[config.mk]
export PLATFORM = sky130hd
export DESIGN_NAME = adc_frame_stream_packer
export DESIGN_NICKNAME = d
export VERILOG_FILES = /design/src/rtl/adc_stream_pkg.sv /design/src/rtl/adc_mask_next_idx.sv /design/src/rtl/adc_frame_stream_packer.sv
export SDC_FILE = /design/constraint.sdc
export NUM_CORES = 1
export LEC_CHECK = 0
export ABC_AREA = 1
export CORE_MARGIN = 2
export CORE_UTILIZATION = 56
export DETAILED_ROUTE_END_ITERATION = 7
export PLACE_DENSITY = 0.8
export SLEW_MARGIN = 25
export SYNTH_ARGS = -nofsm -noshare
export SYNTH_HDL_FRONTEND = slang
export SYNTH_HIERARCHICAL = 1
export SYNTH_SLANG_ARGS = --single-unit
[constraint.sdc]
create_clock -name clk -period 23.9 [get_ports clk]
set_clock_uncertainty 0.2 [all_clocks]
set_input_delay 3.585 -clock clk [delete_from_list [all_inputs] [get_ports clk]]
set_output_delay 3.585 -clock clk [all_outputs]
set_load 0.05 [all_outputs]
[src/rtl/adc_stream_pkg.sv]
// Shared types, header layout and helpers for the ADC frame-to-stream packer.
package adc_stream_pkg;

    localparam int unsigned WORD_W        = 32;
    localparam int unsigned SEQ_W         = 16;
    localparam int unsigned HDR_MAGIC_LSB = 24;
    localparam int unsigned HDR_COUNT_LSB = 16;
    localparam int unsigned HDR_SEQ_LSB   = 0;

    localparam logic [7:0] ADC_HDR_MAGIC = 8'hA5;

    typedef enum logic [1:0] {
        IDLE = 2'd0,
        HDR  = 2'd1,
        DATA = 2'd2
    } fsm_state_t;

    // Number of set bits in a channel mask (masks are at most 32 channels wide).
    function automatic logic [7:0] popcount32(input logic [31:0] mask);
        logic [7:0] cnt;
        cnt = '0;
        for (int i = 0; i < 32; i++) begin
            cnt = cnt + 8'(mask[i]);
        end
        return cnt;
    endfunction

    // Header word: magic, enabled-channel count, frame sequence number.
    function automatic logic [WORD_W-1:0] build_header(input logic [7:0]       count,
                                                       input logic [SEQ_W-1:0] seq);
        logic [WORD_W-1:0] w;
        w = '0;
        w[HDR_MAGIC_LSB +: 8]     = ADC_HDR_MAGIC;
        w[HDR_COUNT_LSB +: 8]     = count;
        w[HDR_SEQ_LSB   +: SEQ_W] = seq;
        return w;
    endfunction

endpackage

[src/rtl/adc_mask_next_idx.sv]
// Priority search for the lowest enabled channel at or above / strictly above an index.
module adc_mask_next_idx
    import adc_stream_pkg::*;
#(
    parameter int unsigned N     = 9,
    parameter int unsigned IDX_W = 4
) (
    input  logic [N-1:0]     mask,
    input  logic [IDX_W-1:0] cur_idx,
    input  logic             inclusive,
    output logic             found_c,
    output logic [IDX_W-1:0] next_idx_c
);

    // Scan high to low so the lowest qualifying index is the one left standing.
    always_comb begin
        found_c    = 1'b0;
        next_idx_c = '0;
        for (int i = int'(N) - 1; i >= 0; i--) begin
            if (mask[i] && ((inclusive && (IDX_W'(i) >= cur_idx)) || (IDX_W'(i) > cur_idx))) begin
                found_c    = 1'b1;
                next_idx_c = IDX_W'(i);
            end
        end
    end

endmodule

[src/rtl/adc_frame_stream_packer.sv]
// Buffers captured ADC frames and streams header + enabled channel words to a FIFO.
module adc_frame_stream_packer
    import adc_stream_pkg::*;
#(
    parameter int unsigned WORDS_PER_FRAME = 9,
    parameter int unsigned HOLD_DEPTH      = 2,
    parameter int unsigned HEADER_EN       = 1,
    parameter int unsigned DROP_CNT_W      = 16
) (
    input  logic                                clk,
    input  logic                                rst,
    input  logic                                frame_valid,
    input  logic [32*WORDS_PER_FRAME-1:0]       frame_words_packed,
    input  logic [WORDS_PER_FRAME-1:0]          ch_mask,
    output logic                                push_valid,
    output logic [31:0]                         push_data,
    input  logic                                push_ready,
    output logic [$clog2(HOLD_DEPTH+1)-1:0]     hold_level,
    output logic                                busy,
    output logic [15:0]                         frame_seq,
    output logic [DROP_CNT_W-1:0]               drop_count,
    input  logic                                drop_count_clear
);

    localparam int unsigned IDX_W = (WORDS_PER_FRAME > 1) ? $clog2(WORDS_PER_FRAME) : 1;
    localparam int unsigned PTR_W = (HOLD_DEPTH > 1) ? $clog2(HOLD_DEPTH) : 1;
    localparam int unsigned LVL_W = $clog2(HOLD_DEPTH + 1);

    logic [WORD_W-1:0]          slot_word [HOLD_DEPTH][WORDS_PER_FRAME];
    logic [WORDS_PER_FRAME-1:0] slot_mask [HOLD_DEPTH];
    logic [SEQ_W-1:0]           slot_seq  [HOLD_DEPTH];

    logic [PTR_W-1:0]           wr_ptr;
    logic [PTR_W-1:0]           rd_ptr;
    fsm_state_t                 state;
    logic [IDX_W-1:0]           cur_idx;

    logic                       xfer_c;
    logic                       accept_c;
    logic                       drop_c;
    logic                       release_c;
    logic                       found_c;
    logic [IDX_W-1:0]           next_idx_c;
    logic [IDX_W-1:0]           search_from_c;
    logic                       search_incl_c;
    logic [WORDS_PER_FRAME-1:0] rd_mask_c;
    logic [LVL_W-1:0]           level_nxt_c;

    function automatic logic [PTR_W-1:0] ptr_inc(input logic [PTR_W-1:0] p);
        return (p == PTR_W'(HOLD_DEPTH - 1)) ? '0 : p + PTR_W'(1);
    endfunction

    assign xfer_c        = push_valid && push_ready;
    assign rd_mask_c     = slot_mask[rd_ptr];
    assign search_incl_c = (state != DATA);
    assign search_from_c = (state == DATA) ? cur_idx : '0;

    adc_mask_next_idx #(
        .N     (WORDS_PER_FRAME),
        .IDX_W (IDX_W)
    ) u_next_idx (
        .mask       (rd_mask_c),
        .cur_idx    (search_from_c),
        .inclusive  (search_incl_c),
        .found_c    (found_c),
        .next_idx_c (next_idx_c)
    );

    // Accept/drop decision against the registered level, slot release and next level.
    always_comb begin
        accept_c    = frame_valid && (hold_level < LVL_W'(HOLD_DEPTH));
        drop_c      = frame_valid && !(hold_level < LVL_W'(HOLD_DEPTH));
        release_c   = 1'b0;
        level_nxt_c = hold_level;
        case (state)
            IDLE:      release_c = (hold_level != '0) && (HEADER_EN == 0) && !found_c;
            HDR, DATA: release_c = xfer_c && !found_c;
            default:   release_c = 1'b0;
        endcase
        if (accept_c && !release_c) begin
            level_nxt_c = hold_level + LVL_W'(1);
        end else if (!accept_c && release_c) begin
            level_nxt_c = hold_level - LVL_W'(1);
        end
    end

    // Hold buffer storage; contents only matter once the slot is counted in hold_level.
    always_ff @(posedge clk) begin
        if (accept_c) begin
            for (int i = 0; i < int'(WORDS_PER_FRAME); i++) begin
                slot_word[wr_ptr][i] <= frame_words_packed[WORD_W*i +: WORD_W];
            end
            slot_mask[wr_ptr] <= ch_mask;
            slot_seq[wr_ptr]  <= frame_seq;
        end
    end

    // Slot pointers, occupancy, sequence numbering and saturating drop counter.
    always_ff @(posedge clk) begin
        if (rst) begin
            wr_ptr     <= '0;
            rd_ptr     <= '0;
            hold_level <= '0;
            busy       <= 1'b0;
            frame_seq  <= '0;
            drop_count <= '0;
        end else begin
            if (accept_c) begin
                wr_ptr <= ptr_inc(wr_ptr);
            end
            if (release_c) begin
                rd_ptr <= ptr_inc(rd_ptr);
            end
            hold_level <= level_nxt_c;
            // A slot stays counted until the FSM returns to IDLE, so occupancy alone covers busy.
            busy       <= (level_nxt_c != '0);
            if (frame_valid) begin
                frame_seq <= frame_seq + 16'(1);
            end
            if (drop_count_clear) begin
                drop_count <= drop_c ? DROP_CNT_W'(1) : '0;
            end else if (drop_c && !(&drop_count)) begin
                drop_count <= drop_count + DROP_CNT_W'(1);
            end
        end
    end

    // Stream FSM: header then enabled words of the oldest held frame, one per transfer.
    always_ff @(posedge clk) begin
        if (rst) begin
            state      <= IDLE;
            push_valid <= 1'b0;
            push_data  <= '0;
            cur_idx    <= '0;
        end else begin
            case (state)
                IDLE: begin
                    if (hold_level != '0) begin
                        if (HEADER_EN != 0) begin
                            push_data  <= build_header(popcount32(32'(rd_mask_c)), slot_seq[rd_ptr]);
                            push_valid <= 1'b1;
                            state      <= HDR;
                        end else if (found_c) begin
                            push_data  <= slot_word[rd_ptr][next_idx_c];
                            cur_idx    <= next_idx_c;
                            push_valid <= 1'b1;
                            state      <= DATA;
                        end
                    end
                end
                HDR, DATA: begin
                    if (xfer_c) begin
                        if (found_c) begin
                            push_data <= slot_word[rd_ptr][next_idx_c];
                            cur_idx   <= next_idx_c;
                            state     <= DATA;
                        end else begin
                            push_valid <= 1'b0;
                            state      <= IDLE;
                        end
                    end
                end
                default: begin
                    push_valid <= 1'b0;
                    state      <= IDLE;
                end
            endcase
        end
    end

endmodule

==> results of run 1 <==
## metrics by stage
step / total power [mW] / hold slack, ns
2_1_floorplan: 1.91 / 0.245
3_3_place_gp: 2.09 / 0.246
3_5_place_dp: 2.12 / 0.260
4_1_cts: 3.20 / 0.270
5_1_grt: 3.31 / 0.296
6_report: 3.19 / 0.272
## synthesized netlist by cell type, drive strengths merged
| cell | instances | area (µm²) |
|---|---|---|
| a211oi | 1 | 7.51 |
| a21o | 1 | 7.51 |
| a21oi | 81 | 409 |
| a22oi | 2 | 15.0 |
| a31oi | 3 | 18.8 |
| buf | 111 | 702 |
| clkbuf | 27 | 101 |
| dfxtp | 77 | 1540 |
| edfxtp | 626 | 18800 |
| fa | 5 | 100 |
| ha | 7 | 87.6 |
| inv | 506 | 1900 |
| nand2 | 1014 | 3820 |
| nand3 | 324 | 1630 |
| nand4 | 8 | 50.1 |
| nor2 | 104 | 423 |
| nor3 | 19 | 100 |
| nor3b | 2 | 15.0 |
| o211ai | 9 | 67.6 |
| o21a | 1 | 7.51 |
| o21ai | 84 | 443 |
| o21bai | 2 | 15.0 |
| o22ai | 8 | 50.1 |
| or2 | 5 | 31.3 |
| xnor2 | 1 | 8.76 |
| xor2 | 6 | 52.6 |
## worst paths after layout
check	from	end	slack (ns)
max	frame_valid	slot_word[1][184]	17.04
min	rd_ptr	register	0.27
max reg2reg	register	push_data[1]	17.87
min reg2reg	rd_ptr	register	0.27
## layout make-up
cell class / count / area [µm²]
clock buffer: 99 / 2020
sequential: 703 / 20300
tap: 696 / 871
clock inverter: 31 / 255
fill: 3835 / 17000
multi-input combinational: 1687 / 7400
timing repair buffer: 386 / 3920
inverter: 506 / 1910
antenna: 15 / 37.5
## registers in the layout, summed over array words and instances (netlist names), named ones only
signal,flops
rd_ptr,1
push_data,32
frame_seq,16
slot_word,576
slot_seq,32
cur_idx,4
hold_level,2
slot_mask,18
busy,1
wr_ptr,1
state,2
drop_count,16
push_valid,1
## metal layers
metal / vias up / wire length, µm
met5: - / 78
met4: 12 / 3420
met1: 10600 / 31300
li1: 10400 / -
met3: 168 / 6870
met2: 1004 / 39500
## power by group
group	internal, mW	leakage, nW	switching (mW)
clock network	0.634	1.12	0.455
registers	1.44	6.46	0.0358
logic	0.199	7.85	0.428
total	2.27	15.4	0.919
## critical path: stages
cell and delay (ns):
clkdlybuf4s50_1 0.71, inv_1 0.19, nor2_1 0.28, inv_1 0.18, nor2_4 0.15, buf_12 0.37
buf_16 0.44, buf_4 0.77
## cells by family after synthesis
logic type                 after synthesis
adders and majority gates               12
DFF                                    703
buffers and inverters                  644
and+or+nand+nor                       1476
xor gates and xnor gates                 7
AOI/OAI and AO/OA                      192
## cells in the final DEF (no fill, tap or decap), types with 3 or more instances in the layout
cell and n:
buf_4 9, o21ai_1 14, nand4_1 8, nor3_1 17, nor2_1 94, inv_2 7
diode_2 15, nor2_2 3, clkinv_2 13, a31oi_1 3, nor2_4 7, xor2_1 6
or2_2 5, bufinv_16 4, dfxtp_1 76, nand2_1 1010, o21ai_0 66, o21ai_2 3
a21oi_1 79, clkbuf_16 76, fa_1 5, edfxtp_1 626, nand3_1 323, clkinv_1 12
clkbuf_8 3, inv_1 497, buf_12 4, ha_1 7, nand2_2 4, clkbuf_1 20
o22ai_1 8, o211ai_1 9, clkdlybuf4s50_1 369
==> key figures, run 1 <==
Logic synthesis
  – Syn Area/Cell: between 10 and 15 µm²
  – Post-synth design cell area: 0.0304 mm²
  – Post-synthesis compound-gate area fraction: under 10%
  – Post-synth cell types: 41
  – Synth Area in Simple Gates: 19.9%
  – XOR/XNOR share of the synthesized area: less than 1%
  – Mapped Cells: just over 3,000
  – Syn_nets: about 3,300
  – FF+latch count, synth: ~700
  – Multiplexer share of the synthesized area: 0%
  – Largest family of logic cells by synthesized area: simple AND/OR/NAND/NOR gates
  – Synth warnings: 6
  – Adder-cell share of the synthesized area: less than 1%
  – Seq/Total Area, Yosys: approximately two thirds

Drt
  – Routed WL: ~81,000 µm
  – WL/cell: ~20 µm
  – DRC Markers: 0
  – Vias: roughly 22,000
  – DR pass1 iterations: 5
  – 1st-iter DRT viols: 2,267
  – Antenna viol nets, final: 0
  – Drt via density: ~5.4

STA
  – Max Clk Rate: between 100 and 150 MHz
  – RSZ-0062 raised after global routing: false
  – Max-slew headroom: between 10% and 20%
  – Worst Setup Slack, final: 17.04 ns
  – Final setup violation count: 0
  – Final worst path period share: between 20% and 30%
  – Fin crit period: approximately 7 ns
  – Pins Over Slew Limit: 0
  – Slew at the pin with the worst max-slew slack: between 1 and 1.5 ns
  – Fin. Hold Viols: 0
  – Setup TNS: 0 ns

Worst setup path
  – Critical Path Source Type: input pin
  – CP max FO: 101
  – Worst Path Arrival: about 6.9 ns
  – Critical Path RT: 23.93 ns
  – Critical setup path kind: input pin to register
  – Worst reg-to-reg path cell count: 18
  – CP Capture Type: register

Place
  – Post-DP Area: between 0.03 and 0.04 mm²
  – Placed cells: 3,978
  – Placement Setup Slack: 16.46 ns
  – GP Congestion: 0.895
  – I/O Buffers: roughly 370
  – HPWL Detailed: 52,200 µm

Final layout
  – Post-route cell area: ~0.037 mm²
  – Layout Utilization: about two thirds
  – Final #Nets: around 3,700
  – Share of cells above drive strength 1: approximately 4.5%
  – Syn-to-layout area delta: 20.9%
  – Layout Cells excl Fill: between 4,000 and 5,000

Floorplanning
  – Die width: 237 µm
  – Area of the core: ~0.054 mm²
  – Io pins: 370
  – Die area: between 0.05 and 0.06 mm²
  – Initial Utilization: 56.6%
  – Row cnt: 85
  – Die Span Y: about 240 µm

Clock tree
  – Root Buffer: clkbuf_16
  – CTS tree: built
  – Clock Path Buffers: 3
  – TritonCTS Buffers: between 70 and 80
  – H-tree Lvls: 3
  – CTS clk-pin slew, worst paths: about 0.06 ns
  – Clock latency on the worst-skew pair: 0.61 ns
  – Sink Count: around 700
  – Number of setup buffers added after CTS: 0
  – PostCTS Resize Cnt: 0
  – Hold buffer count at cts: 0

Global routing
  – GRT Max-Usage Layer: met2
  – GR Util met1: between 30% and 40%
  – First-pass GRT wire length: around 120,000 µm
  – Vias in the first global route: roughly 22,000
  – Gr usage total: between 20% and 30%
  – Largest net degree at the start of global routing: 170
  – Met3 GRT Util: 5.13%
  – Gr ovfl total: 0
  – Routing usage on met2: 47.1%
  – Initial antenna violation count: 20

Pwr
  – Static leakage: between 15 and 20 nW
  – Pwr dens: between 80 and 90 mW/mm²
  – VDD IR max: between 0.00007 and 0.00008 V

Worst hold path
  – Hold path cells: 2
  – HP Class: register to register

Run
  – Max_cap viols: 0

Run status
  – Outcome: complete, no violations
No activity file was read; power rests on OpenSTA's default activity.
==> run 2: changes to the inputs <==
- clock period: 23.9 -> 6.36 ns (I/O delays scaled with it)
==> run 2 against run 1 <==
Against the previous run: via count is 0.99% higher; global-route usage is 1.2 points higher; register-to-register slack worse by 16 ns; sequential power grew to 3.8 times the previous value; total power grew to 3.8 times the previous value; critical path depth is 15 higher; count of clock-buffer cells in the layout is 1 lower; combinational power grew to 3.8 times the previous value; worst hold slack better by 0.014 ns; sequential cell count stayed put; worst setup slack worse by 16 ns; utilization stayed put; largest power group unchanged.
==> key figures, run 2 (synthesized netlist as in run 1, its figures left out) <==
Worst setup path
  – Sequence of cells on the critical path: buf_4, o21ai_1, inv_1, inv_1, nor2_1, nand2_1, inv_1, nand2_1, nand2_1, nand2_1, nand2_1, nand2_1, nand2_1, a21oi_4, inv_4, buf_16, buf_4, nand3_2, inv_2, a21oi_1, nand2_1, nand2_1, a21oi_1
  – Critical Path RT: 6.70 ns (-17.23 ns)
  – Worst reg-to-reg path cell count: 23 (+5)
  – Reg-to-Reg End: push_data[7]
  – R2R Setup Slk: 1.54 ns (-16.33 ns)
  – CP max FO: 62 (-39%)
  – Crit path max-delay cell type: buf_4
  – Worst Path Arrival: 5.16 ns (-1.73 ns)
  – Critical path's largest stage delay: 0.60 ns (-0.17 ns)
  – CP dominant cell by count: nand2_1
  – Critical setup path kind: register to register
  – CP Capture Type: register
  – Critical Path Source Type: register

Place
  – I/O Buffers: 369 (unchanged)
  – Placement Setup Slack: 1.43 ns (-15.02 ns)
  – GP Congestion: 0.927 (+3.6%)
  – Placed cells: 3,979 (+0.025%)
  – HPWL Detailed: 55,700 µm (+6.6%)

Drt
  – DR pass1 iterations: 6 (+1)
  – Met2 WL post-DR: 41,000 µm (+3.7%)
  – 1st-iter DRT viols: 2,873 (+27%)
  – Vias: 22,400 (+0.99%)
  – DRC Markers: 0 (unchanged)
  – WL/cell: 20.6 µm (+4.6%)
  – Metal3 WL: 7510 µm (+9.3%)
  – Antenna viol nets, final: 0 (unchanged)
  – Routed length on met1: 31,700 µm (+1.1%)
  – Max Used Layer: met5
  – Drt via density: 5.45 (+1.2%)
  – Routed WL: 84,800 µm (+4.4%)

Final layout
  – Syn-to-layout area delta: 20.9% (unchanged)
  – Final #Nets: 3,674 (+0.11%)
  – Max reg flops: 576 (unchanged)
  – Biggest regs: slot_word x576, push_data x32, slot_seq x32
  – Share of cells above drive strength 1: 4.51% (+0.028 points)
  – Commonest non-fill, non-tap cell in the layout: nand2_1
  – Layout Cells excl Fill: 4,115 (-0.19%)
  – Commonest cells after routing, fill and taps aside: 1,010 x nand2_1, 626 x edfxtp_1, 497 x inv_1
  – Layout Utilization: 68.4% (unchanged)
  – Footprint of the multi-input gates: 0.00740 mm² (+0.10%)
  – Reg area: 0.0203 mm² (unchanged)
  – Fillers: 3,850 (+0.39%)
  – Largest reg by FF count: slot_word

Clock tree
  – Sink Count: 703 (unchanged)
  – Clock latency on the worst-skew pair: 0.62 ns (about the same)
  – CTS clk-pin slew, worst paths: 0.06 ns (about the same)
  – H-tree Lvls: 3 (unchanged)
  – Hold buffer count at cts: 0 (unchanged)
  – PostCTS Resize Cnt: 0 (unchanged)
  – Number of setup buffers added after CTS: 0 (unchanged)
  – Root Buffer: clkbuf_16
  – CTS tree: built
  – TritonCTS Buffers: 73 (+1.4%)
  – Clock Path Buffers: 3 (unchanged)

Global routing
  – Largest net degree at the start of global routing: 234 (+38%)
  – Gr ovfl total: 0 (unchanged)
  – Initial antenna violation count: 16 (-20%)
  – First-pass GRT wire length: 127,000 µm (+3.6%)
  – Vias in the first global route: 21,900 (+0.39%)
  – Gr usage total: 30.0% (+1.2 points)

STA
  – Fin. Hold Viols: 0 (unchanged)
  – RSZ-0062 raised after global routing: false
  – Max Clk Rate: 207 MHz
  – Slew at the pin with the worst max-slew slack: 1.50 ns (+0.172 ns)
  – Fin crit period: just under 5 ns
  – Final worst path period share: between 70% and 80%
  – Pins Over Slew Limit: 0 (unchanged)
  – Final setup violation count: 0 (unchanged)
  – Max-slew headroom: 0.0694% (-11 points)
  – Worst Setup Slack, final: 1.54 ns (-15.50 ns)

Floorplanning
  – Die Span Y: 237 µm (unchanged)
  – Initial Utilization: 56.6% (unchanged)
  – Die width: 237 µm (unchanged)
  – Row cnt: 85 (unchanged)
  – Io pins: 370 (unchanged)
  – Area of the core: 0.0537 mm² (unchanged)
  – Die area: 0.0562 mm² (unchanged)

Pwr
  – Pwr dens: 326 mW/mm² (+280%)
  – VDD IR max: 0.000313 V (+300%)
  – Static leakage: 15.4 nW (about the same)

Run status
  – Outcome: complete, no violations

Worst hold path
  – HP Class: register to register
  – Hold_sp: rd_ptr
  – Hold path cells: 2 (unchanged)
  – Hold Path End: rd_ptr

Run
  – Max_cap viols: 0 (unchanged)
run 2: changes by cell type in the layout (fill, tap and decap cells not counted), moves of 3 or more:
cell       delta
buf_12        +3
clkbuf_8      +4
inv_6         +3
clkbuf_16     -3
clkinv_1      +3
diode_2       -9
clkinv_2      -5
run 2: metal layers:
layer	up-vias	global-route usage [%]
met4	24	15.2
met3	228	6.54
met1	10600	38.0
li1	10400	-
met2	1096	49.2
met5	-	0
run 2: worst max path at each step:
stage / end / from / cells past startpoint
after floorplan: slot_mask[1][0] / frame_valid / 4
after global placement: push_data[5] / register / 22
after detailed placement: push_data[28] / register / 22
after CTS: push_data[7] / register / 22
after global routing: push_data[7] / register / 23
final: push_data[7] / register / 23
run 2: stage by stage:
stage	TNS [ns]	hold slack, ns	power (mW)	cell area [µm²]
after floorplan	-95.20	0.245	7.09	30400
after global placement	0	0.254	7.93	34400
after detailed placement	0	0.262	7.99	34500
after CTS	0	0.277	12.0	36700
after global routing	0	0.319	12.4	36700
final	0	0.285	12.0	36800
run 2: layout make-up:
cell class | instances | area share [%]
well taps | 696 | 2.37
inverters | 506 | 5.22
clock inverters | 30 | 0.603
multi-input cells | 1687 | 20.1
clock buffers | 98 | 5.42
flip-flops and latches | 703 | 55.3
repair buffers | 389 | 10.9
diodes | 6 | 0.0409
run 2: critical path: cells and delay by family, from the launching register on:
family / cells / cell delay (ns)
flip-flops: 1 / 0.54
buffers and inverters: 8 / 2.37
AND/OR/NAND/NOR: 11 / 0.95
AO/OA/AOI/OAI: 4 / 0.58
run 2: power by group:
group / internal (mW) / leakage [nW] / switching [mW] / total [mW]
logic: 0.757 / 7.88 / 1.62 / 2.38
clock network: 2.31 / 1.09 / 1.73 / 4.04
registers: 5.40 / 6.46 / 0.166 / 5.57
total: 8.47 / 15.4 / 3.52 / 12.0
